$ cat config.mk
export PLATFORM = sky130hd
export DESIGN_NAME = ssd1680_spi_responder
export DESIGN_NICKNAME = d
export VERILOG_FILES = /design/src/rtl/ssd1680_spi_responder.sv
export SDC_FILE = /design/constraint.sdc
export NUM_CORES = 1
export LEC_CHECK = 0
export BUFFER_PORTS_ARGS = -buffer_cell sky130_fd_sc_hd__buf_2
export CORE_MARGIN = 4
export CORE_UTILIZATION = 55
export DETAILED_ROUTE_END_ITERATION = 10
export PLACE_DENSITY = 0.79
export SLEW_MARGIN = 20
export SYNTH_ARGS = -nofsm -noshare
export SYNTH_HDL_FRONTEND = slang
export SYNTH_SLANG_ARGS = --single-unit
$ cat constraint.sdc
create_clock -name clk -period 5.61 [get_ports clk]
set_input_delay 1.683 -clock clk [delete_from_list [all_inputs] [get_ports clk]]
set_output_delay 1.683 -clock clk [all_outputs]
set_load 0.02 [all_outputs]
$ cat src/rtl/ssd1680_spi_responder.sv
// SSD1680-style SPI command responder: receives mode-0 SPI bytes, decodes a subset of the
// controller command set and emits RAM write strobes, busy and deep-sleep status.
module ssd1680_spi_responder #(
  parameter int unsigned BUSY_CYCLES = 16,
  parameter int unsigned RST_CYCLES  = 8
) (
  input  logic        clk,
  input  logic        rst_n,
  input  logic        csb,
  input  logic        sck,
  input  logic        mosi,
  input  logic        dcb,
  input  logic        hw_resb,
  output logic        busy,
  output logic        ram_we,
  output logic [11:0] ram_addr,
  output logic [7:0]  ram_wdata,
  output logic        byte_vld,
  output logic        byte_dc,
  output logic [7:0]  byte_val,
  output logic        sleeping,
  output logic        proto_err
);

  localparam int unsigned CntW = (BUSY_CYCLES < 2) ? 1 : $clog2(BUSY_CYCLES + 1);
  localparam int unsigned RstW = (RST_CYCLES < 2) ? 1 : $clog2(RST_CYCLES + 1);

  typedef enum logic [1:0] {StIdle, StParam, StBusy, StSleep} state_e;

  logic [1:0] csb_sync_q, sck_sync_q, mosi_sync_q, dcb_sync_q, hw_sync_q;
  logic       csb_prev_q, sck_prev_q;
  logic       csb_s, sck_s, mosi_s, dcb_s, hw_s;
  logic       csb_fall, csb_rise, sck_rise;

  // csb chain resets low so a select already held low at reset release is not taken as a
  // falling edge; reception re-arms only after csb is seen high then low.
  always_ff @(posedge clk or negedge rst_n) begin
    if (!rst_n) begin
      csb_sync_q  <= 2'b00;
      sck_sync_q  <= 2'b00;
      mosi_sync_q <= 2'b00;
      dcb_sync_q  <= 2'b00;
      hw_sync_q   <= 2'b11;
      csb_prev_q  <= 1'b0;
      sck_prev_q  <= 1'b0;
    end else begin
      csb_sync_q  <= {csb_sync_q[0], csb};
      sck_sync_q  <= {sck_sync_q[0], sck};
      mosi_sync_q <= {mosi_sync_q[0], mosi};
      dcb_sync_q  <= {dcb_sync_q[0], dcb};
      hw_sync_q   <= {hw_sync_q[0], hw_resb};
      csb_prev_q  <= csb_s;
      sck_prev_q  <= sck_s;
    end
  end

  assign csb_s    = csb_sync_q[1];
  assign sck_s    = sck_sync_q[1];
  assign mosi_s   = mosi_sync_q[1];
  assign dcb_s    = dcb_sync_q[1];
  assign hw_s     = hw_sync_q[1];
  assign csb_fall = csb_prev_q & ~csb_s;
  assign csb_rise = ~csb_prev_q & csb_s;
  assign sck_rise = sck_s & ~sck_prev_q;

  // Hardware reset qualification
  logic [RstW-1:0] hw_cnt_q, hw_cnt_d;
  logic            hw_rst;

  always_comb begin
    hw_rst   = ~hw_s && (hw_cnt_q >= RstW'(RST_CYCLES - 1));
    hw_cnt_d = hw_cnt_q;
    if (hw_s) begin
      hw_cnt_d = '0;
    end else if (hw_cnt_q < RstW'(RST_CYCLES - 1)) begin
      hw_cnt_d = hw_cnt_q + RstW'(1);
    end
  end

  // Shift register
  logic       armed_q, armed_d;
  logic [2:0] bit_cnt_q, bit_cnt_d;
  logic [7:0] shift_q, shift_d;
  logic       byte_done, abort_err;
  logic [7:0] rx_byte;

  assign rx_byte = {shift_q[6:0], mosi_s};

  always_comb begin
    armed_d   = armed_q;
    bit_cnt_d = bit_cnt_q;
    shift_d   = shift_q;
    byte_done = 1'b0;
    abort_err = 1'b0;
    if (csb_fall) begin
      armed_d   = 1'b1;
      bit_cnt_d = '0;
    end else if (csb_rise) begin
      abort_err = armed_q && (bit_cnt_q != 3'd0);
      bit_cnt_d = '0;
    end else if (armed_q && !csb_s && sck_rise) begin
      shift_d   = rx_byte;
      bit_cnt_d = bit_cnt_q + 3'd1;
      byte_done = (bit_cnt_q == 3'd7);
    end
    if (hw_rst) begin
      bit_cnt_d = '0;
      shift_d   = '0;
      byte_done = 1'b0;
    end
  end

  // Command FSM
  state_e          state_q, state_d;
  logic [7:0]      opcode_q, opcode_d;
  logic [3:0]      idx_q, idx_d;
  logic [3:0]      x_q, x_d;
  logic [7:0]      y_q, y_d;
  logic [CntW-1:0] cnt_q, cnt_d;
  logic            cmd_dec, byte_err;
  logic            ram_we_d, byte_vld_d, byte_dc_d, proto_err_d;
  logic [11:0]     ram_addr_d;
  logic [7:0]      ram_wdata_d, byte_val_d;

  always_comb begin
    state_d     = state_q;
    opcode_d    = opcode_q;
    idx_d       = idx_q;
    x_d         = x_q;
    y_d         = y_q;
    cnt_d       = cnt_q;
    cmd_dec     = 1'b0;
    byte_err    = 1'b0;
    ram_we_d    = 1'b0;
    ram_addr_d  = ram_addr;
    ram_wdata_d = ram_wdata;
    byte_vld_d  = byte_done && (state_q != StSleep);
    byte_dc_d   = byte_dc;
    byte_val_d  = byte_val;
    if (byte_vld_d) begin
      byte_dc_d  = dcb_s;
      byte_val_d = rx_byte;
    end

    unique case (state_q)
      StIdle: begin
        if (byte_done) begin
          if (dcb_s) byte_err = 1'b1;
          else       cmd_dec  = 1'b1;
        end
      end
      StParam: begin
        if (byte_done && !dcb_s) begin
          cmd_dec = 1'b1;
        end else if (byte_done) begin
          if (idx_q != 4'hF) idx_d = idx_q + 4'd1;
          case (opcode_q)
            8'h4E: if (idx_q == 4'd0) x_d = rx_byte[3:0];
            8'h4F: if (idx_q == 4'd0) y_d = rx_byte;
            8'h24: begin
              ram_we_d    = 1'b1;
              ram_addr_d  = {y_q, x_q};
              ram_wdata_d = rx_byte;
              x_d         = x_q + 4'd1;
              if (x_q == 4'hF) y_d = y_q + 8'd1;
            end
            8'h10: if (idx_q == 4'd0 && rx_byte[0]) state_d = StSleep;
            default: ;
          endcase
        end
      end
      StBusy: begin
        if (byte_done) byte_err = 1'b1;
        // Leaving when the count would reach zero gives exactly BUSY_CYCLES busy cycles.
        if (cnt_q <= CntW'(1)) state_d = StIdle;
        else                   cnt_d   = cnt_q - CntW'(1);
      end
      StSleep: ;
      default: state_d = StIdle;
    endcase

    if (cmd_dec) begin
      case (rx_byte)
        8'h12: begin
          x_d     = '0;
          y_d     = '0;
          state_d = StBusy;
          cnt_d   = CntW'(BUSY_CYCLES);
        end
        8'h20: begin
          state_d = StBusy;
          cnt_d   = CntW'(BUSY_CYCLES);
        end
        default: begin
          opcode_d = rx_byte;
          idx_d    = '0;
          state_d  = StParam;
        end
      endcase
    end

    if (hw_rst) begin
      state_d  = StIdle;
      x_d      = '0;
      y_d      = '0;
      cnt_d    = '0;
      ram_we_d = 1'b0;
    end
    proto_err_d = proto_err | abort_err | (byte_err & ~hw_rst);
  end

  always_ff @(posedge clk or negedge rst_n) begin
    if (!rst_n) begin
      hw_cnt_q  <= '0;
      armed_q   <= 1'b0;
      bit_cnt_q <= '0;
      shift_q   <= '0;
      state_q   <= StIdle;
      opcode_q  <= '0;
      idx_q     <= '0;
      x_q       <= '0;
      y_q       <= '0;
      cnt_q     <= '0;
      ram_we    <= 1'b0;
      ram_addr  <= '0;
      ram_wdata <= '0;
      byte_vld  <= 1'b0;
      byte_dc   <= 1'b0;
      byte_val  <= '0;
      proto_err <= 1'b0;
    end else begin
      hw_cnt_q  <= hw_cnt_d;
      armed_q   <= armed_d;
      bit_cnt_q <= bit_cnt_d;
      shift_q   <= shift_d;
      state_q   <= state_d;
      opcode_q  <= opcode_d;
      idx_q     <= idx_d;
      x_q       <= x_d;
      y_q       <= y_d;
      cnt_q     <= cnt_d;
      ram_we    <= ram_we_d;
      ram_addr  <= ram_addr_d;
      ram_wdata <= ram_wdata_d;
      byte_vld  <= byte_vld_d;
      byte_dc   <= byte_dc_d;
      byte_val  <= byte_val_d;
      proto_err <= proto_err_d;
    end
  end

  assign busy     = (state_q == StBusy) || (state_q == StSleep);
  assign sleeping = (state_q == StSleep);

endmodule

; ---- After elaboration in Yosys (flattened, before gate mapping)
; Cells that the tools add are included.
[classes]
eq_ne = 20
order_cmp = 3
reduce_logical = 22
n_mux = 66
n_addsub = 6
div_mod_pow = 0
mul = 0
shifts = 0
bitwise = 13
[op_table]
columns = op, count
row1 = $mux W8, 8
row2 = $mux W4, 15
row3 = $mux W7, 4
row4 = $mux W5, 5
row5 = $ne A4 B4 Y1 const B, 6
row6 = $mux W1, 17
row7 = $eq A8 B5 Y1 const B, 2
row8 = $eq A8 B6 Y1 const B, 2
row9 = $eq A8 B7 Y1 const B, 2
row10 = $mux W2, 8
row11 = $pmux W8 S2, 1
row12 = $add A4 B1 Y4 const B, 3
row13 = $mux W3, 4
row14 = $add A8 B1 Y8 const B, 1
row15 = $pmux W4 S2, 1
row16 = $reduce_bool A4 Y1, 2
row17 = $logic_and A1 B1 Y1, 7
row18 = $not A1 Y1, 7
row19 = $reduce_and A6 Y1, 1
row20 = $le A5 B1 Y1 const B, 1
row21 = $sub A5 B1 Y5 const B, 1
row22 = $and A1 B1 Y1, 4
row23 = $eq A2 B2 Y1 const B, 2
row24 = $eq A4 B4 Y1 const B, 1
row25 = other kinds (20), 25
[word_totals]
mem_count = 0
romBits = 0
regBits = 90
wordCells = 154
output_inout_bits = 34
mem_bits_rw = 0
latch_bits = 0
input_bits = 7

; ---- Depth between registers and ports, before layout
; Gate-level depths: netlist (run 1).
[logic_depth]
word_depth = 13
depth_mapped = 9
depth_no_buf = 7

; ---- Least setup slack after synthesis (run 1)
; OpenSTA, ideal clock, no wires.
[synth_path]
path_type = reg2out
startpoint = register state_q[0]
endpoint = output busy
arrival_time_ns = 1.031
setup_slack_ns = 2.896
n_path_buf = 0
stages_incl_launch_ff = 3
t_required_ns = 3.927
path_cell_list = dfrtp_1 -> ha_1 -> or2_2
[synth_via]
elab_chain_cells = 2
elab_cells_between_ends = 3
cone_classes = eq/ne: 2 / reduce/logical: 1
[synth_lines]
columns = item, line_no
row1 = start: declaration, 114  ; state_e state_q, state_d;
row2 = start signal: assignment, 218  ; state_q <= StIdle;
row3 = start signal: assignment, 236  ; state_q <= state_d;
row4 = $eq A2 B2 Y1, --
row5 = via sleeping, 21  ; output logic sleeping,
row6 = $logic_or A1 B1 Y1, 252  ; assign busy = (state_q == StBusy) || (state_q == StSleep);
row7 = end: declaration, 14  ; output logic busy,
; The timed path passes the listed nets, and every way through them passes these cells.

; ---- Worst setup path after layout (run 1)
[layout_path]
startpoint = register state_q[0]
endpoint = output busy
[layout_via]
elab_chain_cells = 2
elab_cells_between_ends = 3
cone_classes = eq/ne: 2 / reduce/logical: 1
[layout_lines]
columns = item, line_no
row1 = $eq A2 B2 Y1, 252
row2 = $logic_or A1 B1 Y1 *, 252
; Mark *: on every way between the ends. The rest lies on a longest branch, timed or not.

==> run_results.csv, run 1 <==
group,metric,value,unit
drt,drtIter0Drc,259,
yosys,synth_nets,415,
power,internal_power,0.949,mW
drt,drcViolationCount,0,
drt,first_pass_iters,4,
worst_setup_path,crit_arrival,1.56,ns
layout,regArea,2250,µm²
sta,rsz0062_at_grt,"no",
placed_design,place_ws,2.53,ns
power,comb_power_share,0.103,
clock_network,post_cts_buffers,0,
clock_network,hold_buffers,0,
sta,finClkSkew,0.0108,ns
layout,nFillCells,626,
hold_path,holdCritPathClass,"register to register",
power,p_leak,2.33,nW
drt,num_vias,3145,
worst_setup_path,slowest_delay,0.40,ns
clock_network,cts_max_path_buffers,2,
yosys,synth-simple-area-share,0.155,
placed_design,dp_hpwl,6390,µm
power,sw_frac_of_total,0.277,
sta,tightestPinTransition,0.937,ns
worst_setup_path,worst-setup-path-type,"register to output pin",
worst_setup_path,worstPathCellList,"inv_1, ha_1, or2_2, buf_2",
clock_network,clk_pin_slew,0.09,ns
drt,ant_nets,0,
drt,wl_per_cell,17.0,µm
layout,nets,451,
yosys,avgSynthCellArea,11.2,µm²
worst_setup_path,required,3.93,ns
yosys,ys_async_sr_fraction,1.00,
yosys,synth_cells,392,
power,p_clk_frac,0.347,
clock_network,cts-htree-levels,3,
sta,fmax,308,MHz
yosys,yosys.area_share.adder,0.0456,
layout,drive_gt1_frac,0.238,
clock_network,cts_tree,"built",
sta,layout_setup_ws,2.36,ns
layout,utilization,0.626,
floorplanning,die_y,97.3,µm
global_route,grt_usage,0.199,
yosys,ys_warn_count,0,
yosys,synth-xor-area-share,0.00798,
worst_setup_path,crit_fanout,6,
global_route,grt_max_degree,52,
yosys,synth_top_family_by_area,"simple AND/OR/NAND/NOR gates",
floorplanning,die_width,97.3,µm
power,vdd_drop_max,0.159,mV
yosys,synth_ff_type,"dfrtp_1",
worst_setup_path,rrSetupSlack,2.73,ns
layout,multi_input_area,1970,µm²
worst_setup_path,cp_slowest_cell,"dfrtp_1",
global_route,grt_pass1_wl,15400,µm
sta,fin_crit,3.25,ns
yosys,synth-seq-cells,90,
layout,syn_to_final_growth,10.2,%
sta,period_share,0.579,
placed_design,place.gp.congestion,0.874,
clock_network,numClockSinks,90,
power,power_density,271,nW/µm²
yosys,synth-edff-count,0,
clock_network,ctsResizeCount,0,
run,cap_violations,0,
floorplanning,std_cell_rows,32,
sta,maxSlewHeadroom,0.373,
yosys,syn-cell-area,4390,µm²
clock_network,cts_buffers,9,
worst_setup_path,r2r_cells,7,
worst_setup_path,cp-start-kind,"register",
worst_setup_path,critPathCaptureType,"output pin",
floorplanning,core,7730,µm²
sta,finalHoldViolCount,0,
global_route,grt_pass1_vias,3154,
floorplanning,dieArea,9470,µm²
drt,via_per_inst,5.88,
yosys,yosysUniqueCellTypes,61,
yosys,synth_mux_area_frac,0.112,
clock_network,clockRootBuffer,"clkbuf_8",
yosys,yosysSeqAreaShare,0.514,
global_route,grt_overflow,0,
clock_network,worstSkewPairLatency,0.36,ns
drt,drt_wl_total,9080,µm
hold_path,holdPathStages,0,
sta,setup_viol,0,
placed_design,port_buffers,40,
sta,fin_tns_setup,0,ns
power,pwr-share-seq,0.550,
layout,diodes,0,
global_route,antenna_found_initial,0,
floorplanning,initial_core_util,0.568,
sta,drv_slew,0,
floorplanning,ios,41,
run_status,status,"complete, no violations",
yosys,synth_compound_area_frac,0.127,
sta,hold_ws,0.358,ns
power,switchingPower,0.364,mW
==> layout by cell type (no fill, tap or decap), types with 9 or more instances in the layout <==
cell type   n
nor2_1     20
mux2_4     14
nand2_1    32
nand3_1    14
clkbuf_8    9
buf_2      39
ha_1       16
mux2_2     16
inv_1      19
a21oi_1    31
o21ai_0    21
mux2i_1    10
dfrtp_1    88
==> logic make-up after synthesis <==
family / count (synthesis)
fa+ha+maj: 16
xor+xnor: 4
compound gates: 86
buf+inv: 35
simple gates: 121
mux: 40
flops: 90
==> per-layer routing <==
metal | GRT usage | wire [µm] | up-vias
li1 | - | - | 1495
met1 | 0.261 | 3990 | 1556
met2 | 0.326 | 4430 | 78
met3 | 0.0359 | 452 | 16
met4 | 0.0852 | 204 | 0
met5 | 0 | 0 | -
==> power groups by stage <==
stage          Sequential, mW  Combinational [mW]  Clock [mW]
5_1_grt                 0.729               0.156       0.495
4_1_cts                 0.722               0.137       0.467
2_1_floorplan           0.716               0.104           0
6_report                0.722               0.135       0.455
3_5_place_dp            0.735               0.136           0
3_3_place_gp            0.734               0.131           0
==> synth_stat cells (all sizes together), types with 2 or more instances <==
| library cell | instances | share of area |
|---|---|---|
| dfrtp | 88 | 0.50 |
| a32o | 2 | 0.0046 |
| nand4b | 2 | 0.0040 |
| buf | 9 | 0.017 |
| ha | 16 | 0.046 |
| clkbuf | 7 | 0.0060 |
| mux2i | 10 | 0.023 |
| nor3 | 7 | 0.0080 |
| a21o | 2 | 0.0034 |
| o2111ai | 3 | 0.0060 |
| nor4 | 5 | 0.014 |
| a21oi | 32 | 0.037 |
| nor2 | 20 | 0.017 |
| or3b | 3 | 0.0060 |
| or2 | 3 | 0.0043 |
| nand3 | 14 | 0.016 |
| or4 | 2 | 0.0034 |
| and2 | 3 | 0.0043 |
| o31a | 3 | 0.0060 |
| xnor2 | 3 | 0.0060 |
| or3 | 2 | 0.0029 |
| inv | 19 | 0.016 |
| o21ba | 2 | 0.0046 |
| and3 | 6 | 0.0086 |
| nand2b | 3 | 0.0043 |
| dfstp | 2 | 0.012 |
| nor3b | 5 | 0.011 |
| mux2 | 30 | 0.089 |
| o21ai | 21 | 0.024 |
| a2bb2oi | 2 | 0.0040 |
| nand4 | 7 | 0.010 |
| nor2b | 2 | 0.0029 |
| nand2 | 32 | 0.027 |
| o32ai | 3 | 0.0060 |
| a22oi | 2 | 0.0034 |
| o2bb2ai | 4 | 0.0080 |
==> worst max-delay path: cells and delay by family, from the launching register on <==
family	cells	cell delay [ns]
adders and majority gates	1	0.26
buffers and inverters	2	0.24
DFF	1	0.40
and+or+nand+nor	1	0.30
==> final timing paths <==
kind | startpoint | to
hold reg to reg | sck_sync_q[0]$_DFF_PN0_ | sck_sync_q[1]$_DFF_PN0_
min in group asynchronous | rst_n | byte_val[2]$_DFFE_PN0P_
max in group asynchronous | rst_n | shift_q[1]$_DFFE_PN0P_
setup reg to reg | csb_sync_q[1]$_DFF_PN0_ | y_q[1]$_DFF_PN0_
hold / removal | sck_sync_q[0]$_DFF_PN0_ | sck_sync_q[1]$_DFF_PN0_
setup / recovery | state_q[0]$_DFFE_PN0P_ | busy
==> area by class of cell <==
class | instances | area share
inverter | 19 | 0.0148
clock inverter | 6 | 0.0150
sequential | 90 | 0.466
tap | 102 | 0.0264
timing repair buffer | 41 | 0.0435
clock buffer | 10 | 0.0264
multi-input combinational | 267 | 0.408
==> state kept, by name, summed over array words and instances (netlist names), 3 cells and up <==
register   flops
ram_addr      12
byte_val       8
opcode_q       8
ram_wdata      8
y_q            8
shift_q        7
cnt_q          5
hw_cnt_q       4
idx_q          4
x_q            4
bit_cnt_q      3
==> stage by stage <==
step	std cells	power [mW]	instance area, µm²
global route	535	1.38	4830
CTS	535	1.33	4830
finish	535	1.31	4830
floorplan	392	0.820	4390
global placement	519	0.864	4630
detailed placement	519	0.871	4630
Note: power is estimated with default switching activity, not from simulation.
==> inputs of run 2 (changes only) <==
ABC_AREA = 1   (was not set)
clock period = 3.4 ns   (was 5.61 ns; I/O delays follow)
==> run_results.csv, run 2 <==
group,metric,value,unit
drt,drt-met1-wl,3910,µm
worst_setup_path,crit_end,"busy",
layout,layout_commonest_cell,"nand2_1",
placed_design,place.gp.congestion,0.880,
yosys,synth-edff-count,0,
worst_setup_path,slowest_delay,0.43,ns
power,power_density,504,nW/µm²
yosys,yosysSeqAreaShare,0.508,
run_status,status,"complete, no violations",
clock_network,ctsResizeCount,0,
power,vdd_drop_max,0.402,mV
sta,finClkSkew,0.00736,ns
worst_setup_path,worstPathCellList,"inv_1, ha_1, inv_1, nand2_1, buf_2",
global_route,grt_usage,0.198,
layout,fin_cells,671,
power,p_clk_frac,0.300,
layout,nets,587,
global_route,grt_pass1_vias,3391,
worst_setup_path,rrSetupSlack,1.15,ns
worst_setup_path,crit_arrival,1.48,ns
placed_design,port_buffers,40,
global_route,antenna_found_initial,0,
yosys,avgSynthCellArea,8.53,µm²
yosys,syn-cell-area,4440,µm²
placed_design,place_ws,1.17,ns
placed_design,dp_cells,655,
worst_setup_path,crit_buf_inv,3,
worst_setup_path,critPathLaunch,"state_q[0]$_DFFE_PN0P_",
clock_network,cts_buffers,9,
floorplanning,core,7770,µm²
drt,drt_wl_total,8860,µm
worst_setup_path,worst-setup-path-type,"register to output pin",
sta,period_share,0.734,
yosys,synth-simple-area-share,0.231,
power,comb_power_share,0.210,
clock_network,cts_tree,"built",
clock_network,clk_pin_slew,0.09,ns
clock_network,cts-htree-levels,3,
yosys,synth_ff_type,"dfrtp_1",
drt,first_pass_iters,4,
yosys,netlist.area_leader.share,0.496,
yosys,synth_compound_area_frac,0.127,
yosys,yosys.area_share.adder,0.0451,
yosys,synthTopCellsByArea,"dfrtp_1 50%, nand2_1 12%, inv_1 5.5%",
floorplanning,ios,41,
yosys,synth-seq-cells,90,
sta,finalHoldViolCount,0,
drt,wl_met2,4410,µm
layout,diodes,0,
sta,maxSlewHeadroom,0.526,
drt,drcViolationCount,0,
clock_network,post_cts_buffers,0,
layout,syn_to_final_growth,11.1,%
yosys,synth_nets,543,
layout,nFillCells,661,
global_route,grt_pass1_wl,15500,µm
yosys,yosysMostFrequentCell,"nand2_1",
run,cap_violations,0,
power,sw_frac_of_total,0.323,
sta,tightestPinTransition,0.699,ns
floorplanning,initial_core_util,0.571,
global_route,grt_overflow,0,
yosys,synth-xor-area-share,0.0138,
worst_setup_path,crit_fanout,6,
worst_setup_path,crit_cells,5,
drt,top_layer,"met4",
sta,setup_viol,0,
yosys,yosysUniqueCellTypes,37,
clock_network,hold_buffers,0,
worst_setup_path,r2r_cells,10,
sta,fin_crit,2.50,ns
floorplanning,die_width,97.8,µm
clock_network,cts_max_path_buffers,2,
clock_network,numClockSinks,90,
hold_path,holdCritPathClass,"register to register",
clock_network,clockRootBuffer,"clkbuf_8",
power,p_leak,2.52,nW
clock_network,worstSkewPairLatency,0.35,ns
worst_setup_path,cp-start-kind,"register",
global_route,grt_max_degree,50,
worst_setup_path,critical_path.top_delay_family,"flip-flops",
drt,via_per_inst,5.22,
worst_setup_path,cp_slowest_cell,"dfrtp_1",
worst_setup_path,required,2.38,ns
yosys,ys_warn_count,0,
power,p_total,2.48,mW
sta,rsz0062_at_grt,"no",
yosys,synthTopCellsByCount,"136 x nand2_1, 88 x dfrtp_1, 65 x inv_1",
yosys,synth_top_area_cell,"dfrtp_1",
drt,wl_met3,416,µm
layout,regMostFlops,"ram_addr",
power,switchingPower,0.801,mW
drt,ant_nets,0,
layout,final_cell_mix,"136 x nand2_1, 88 x dfrtp_1, 65 x inv_1, 40 x nor2_1, 39 x buf_2",
yosys,ys_async_sr_fraction,1.00,
drt,drtIter0Drc,147,
sta,fin_tns_setup,0,ns
drt,num_vias,3500,
worst_setup_path,cpMostUsedCell,"inv_1",
layout,drive_gt1_frac,0.162,
power,pwr-share-seq,0.490,
layout,largest_reg_flops,12,
worst_setup_path,critPathCaptureType,"output pin",
yosys,synth_mux_area_frac,0,
sta,layout_setup_ws,0.905,ns
drt,wl_per_cell,13.2,µm
sta,drv_slew,0,
sta,fmax,401,MHz
hold_path,worstHoldStart,"csb_sync_q[0]$_DFF_PN0_",
floorplanning,die_y,97.8,µm
placed_design,dp_hpwl,6360,µm
worst_setup_path,r2r_end,"ram_wdata[1]$_DFFE_PN0P_",
power,internal_power,1.68,mW
worst_setup_path,r2r-start,"csb_sync_q[1]$_DFF_PN0_",
yosys,synth_top_family_by_area,"simple AND/OR/NAND/NOR gates",
yosys,synth_cells,520,
floorplanning,std_cell_rows,32,
layout,utilization,0.634,
floorplanning,dieArea,9560,µm²
-- run 2: kinds of logic after synthesis --
family | Yosys count
AO/OA/AOI/OAI | 95
flip-flops | 90
adder cells (fa/ha/maj) | 16
buffers and inverters | 78
XOR/XNOR | 7
AND/OR/NAND/NOR | 234
-- run 2: metrics by stage --
stage                     area (µm²)  hold WS, ns
after floorplan                 4440        0.331
after global placement          4730        0.334
after detailed placement        4730        0.336
after CTS                       4930        0.360
after global routing            4930        0.364
final                           4930        0.355
-- run 2: cell type report --
cell class	count	area, µm²	area share
Clock inverter	7	77.6	0.0157
Timing Repair Buffer	42	230	0.0467
Multi-Input combinational cell	352	1850	0.375
Sequential cell	90	2250	0.458
Tap cell	102	128	0.0259
Clock buffer	9	124	0.0251
Inverter	69	264	0.0536
-- run 2: power by group through the flow --
stage / Sequential, mW / Combinational (mW) / Clock [mW]
global route: 1.23 / 0.599 / 0.817
finish: 1.22 / 0.522 / 0.745
floorplan: 1.23 / 0.374 / 0
CTS: 1.22 / 0.524 / 0.762
global placement: 1.23 / 0.499 / 0
detailed placement: 1.24 / 0.515 / 0
-- run 2: worst min-delay path by stage --
stage,to,depth (start not counted)
CTS,dcb_sync_q[1]$_DFF_PN0_,0
detailed placement,csb_sync_q[1]$_DFF_PN0_,0
global placement,dcb_sync_q[1]$_DFF_PN0_,0
finish,csb_sync_q[1]$_DFF_PN0_,0
floorplan,csb_sync_q[1]$_DFF_PN0_,0
global route,hw_sync_q[1]$_DFF_PN1_,0
-- run 2: per-layer routing --
layer / global-route usage / vias up
met4: 0.0671 / 0
met3: 0.0414 / 15
li1: - / 1759
met2: 0.329 / 79
met1: 0.259 / 1647
met5: 0 / -
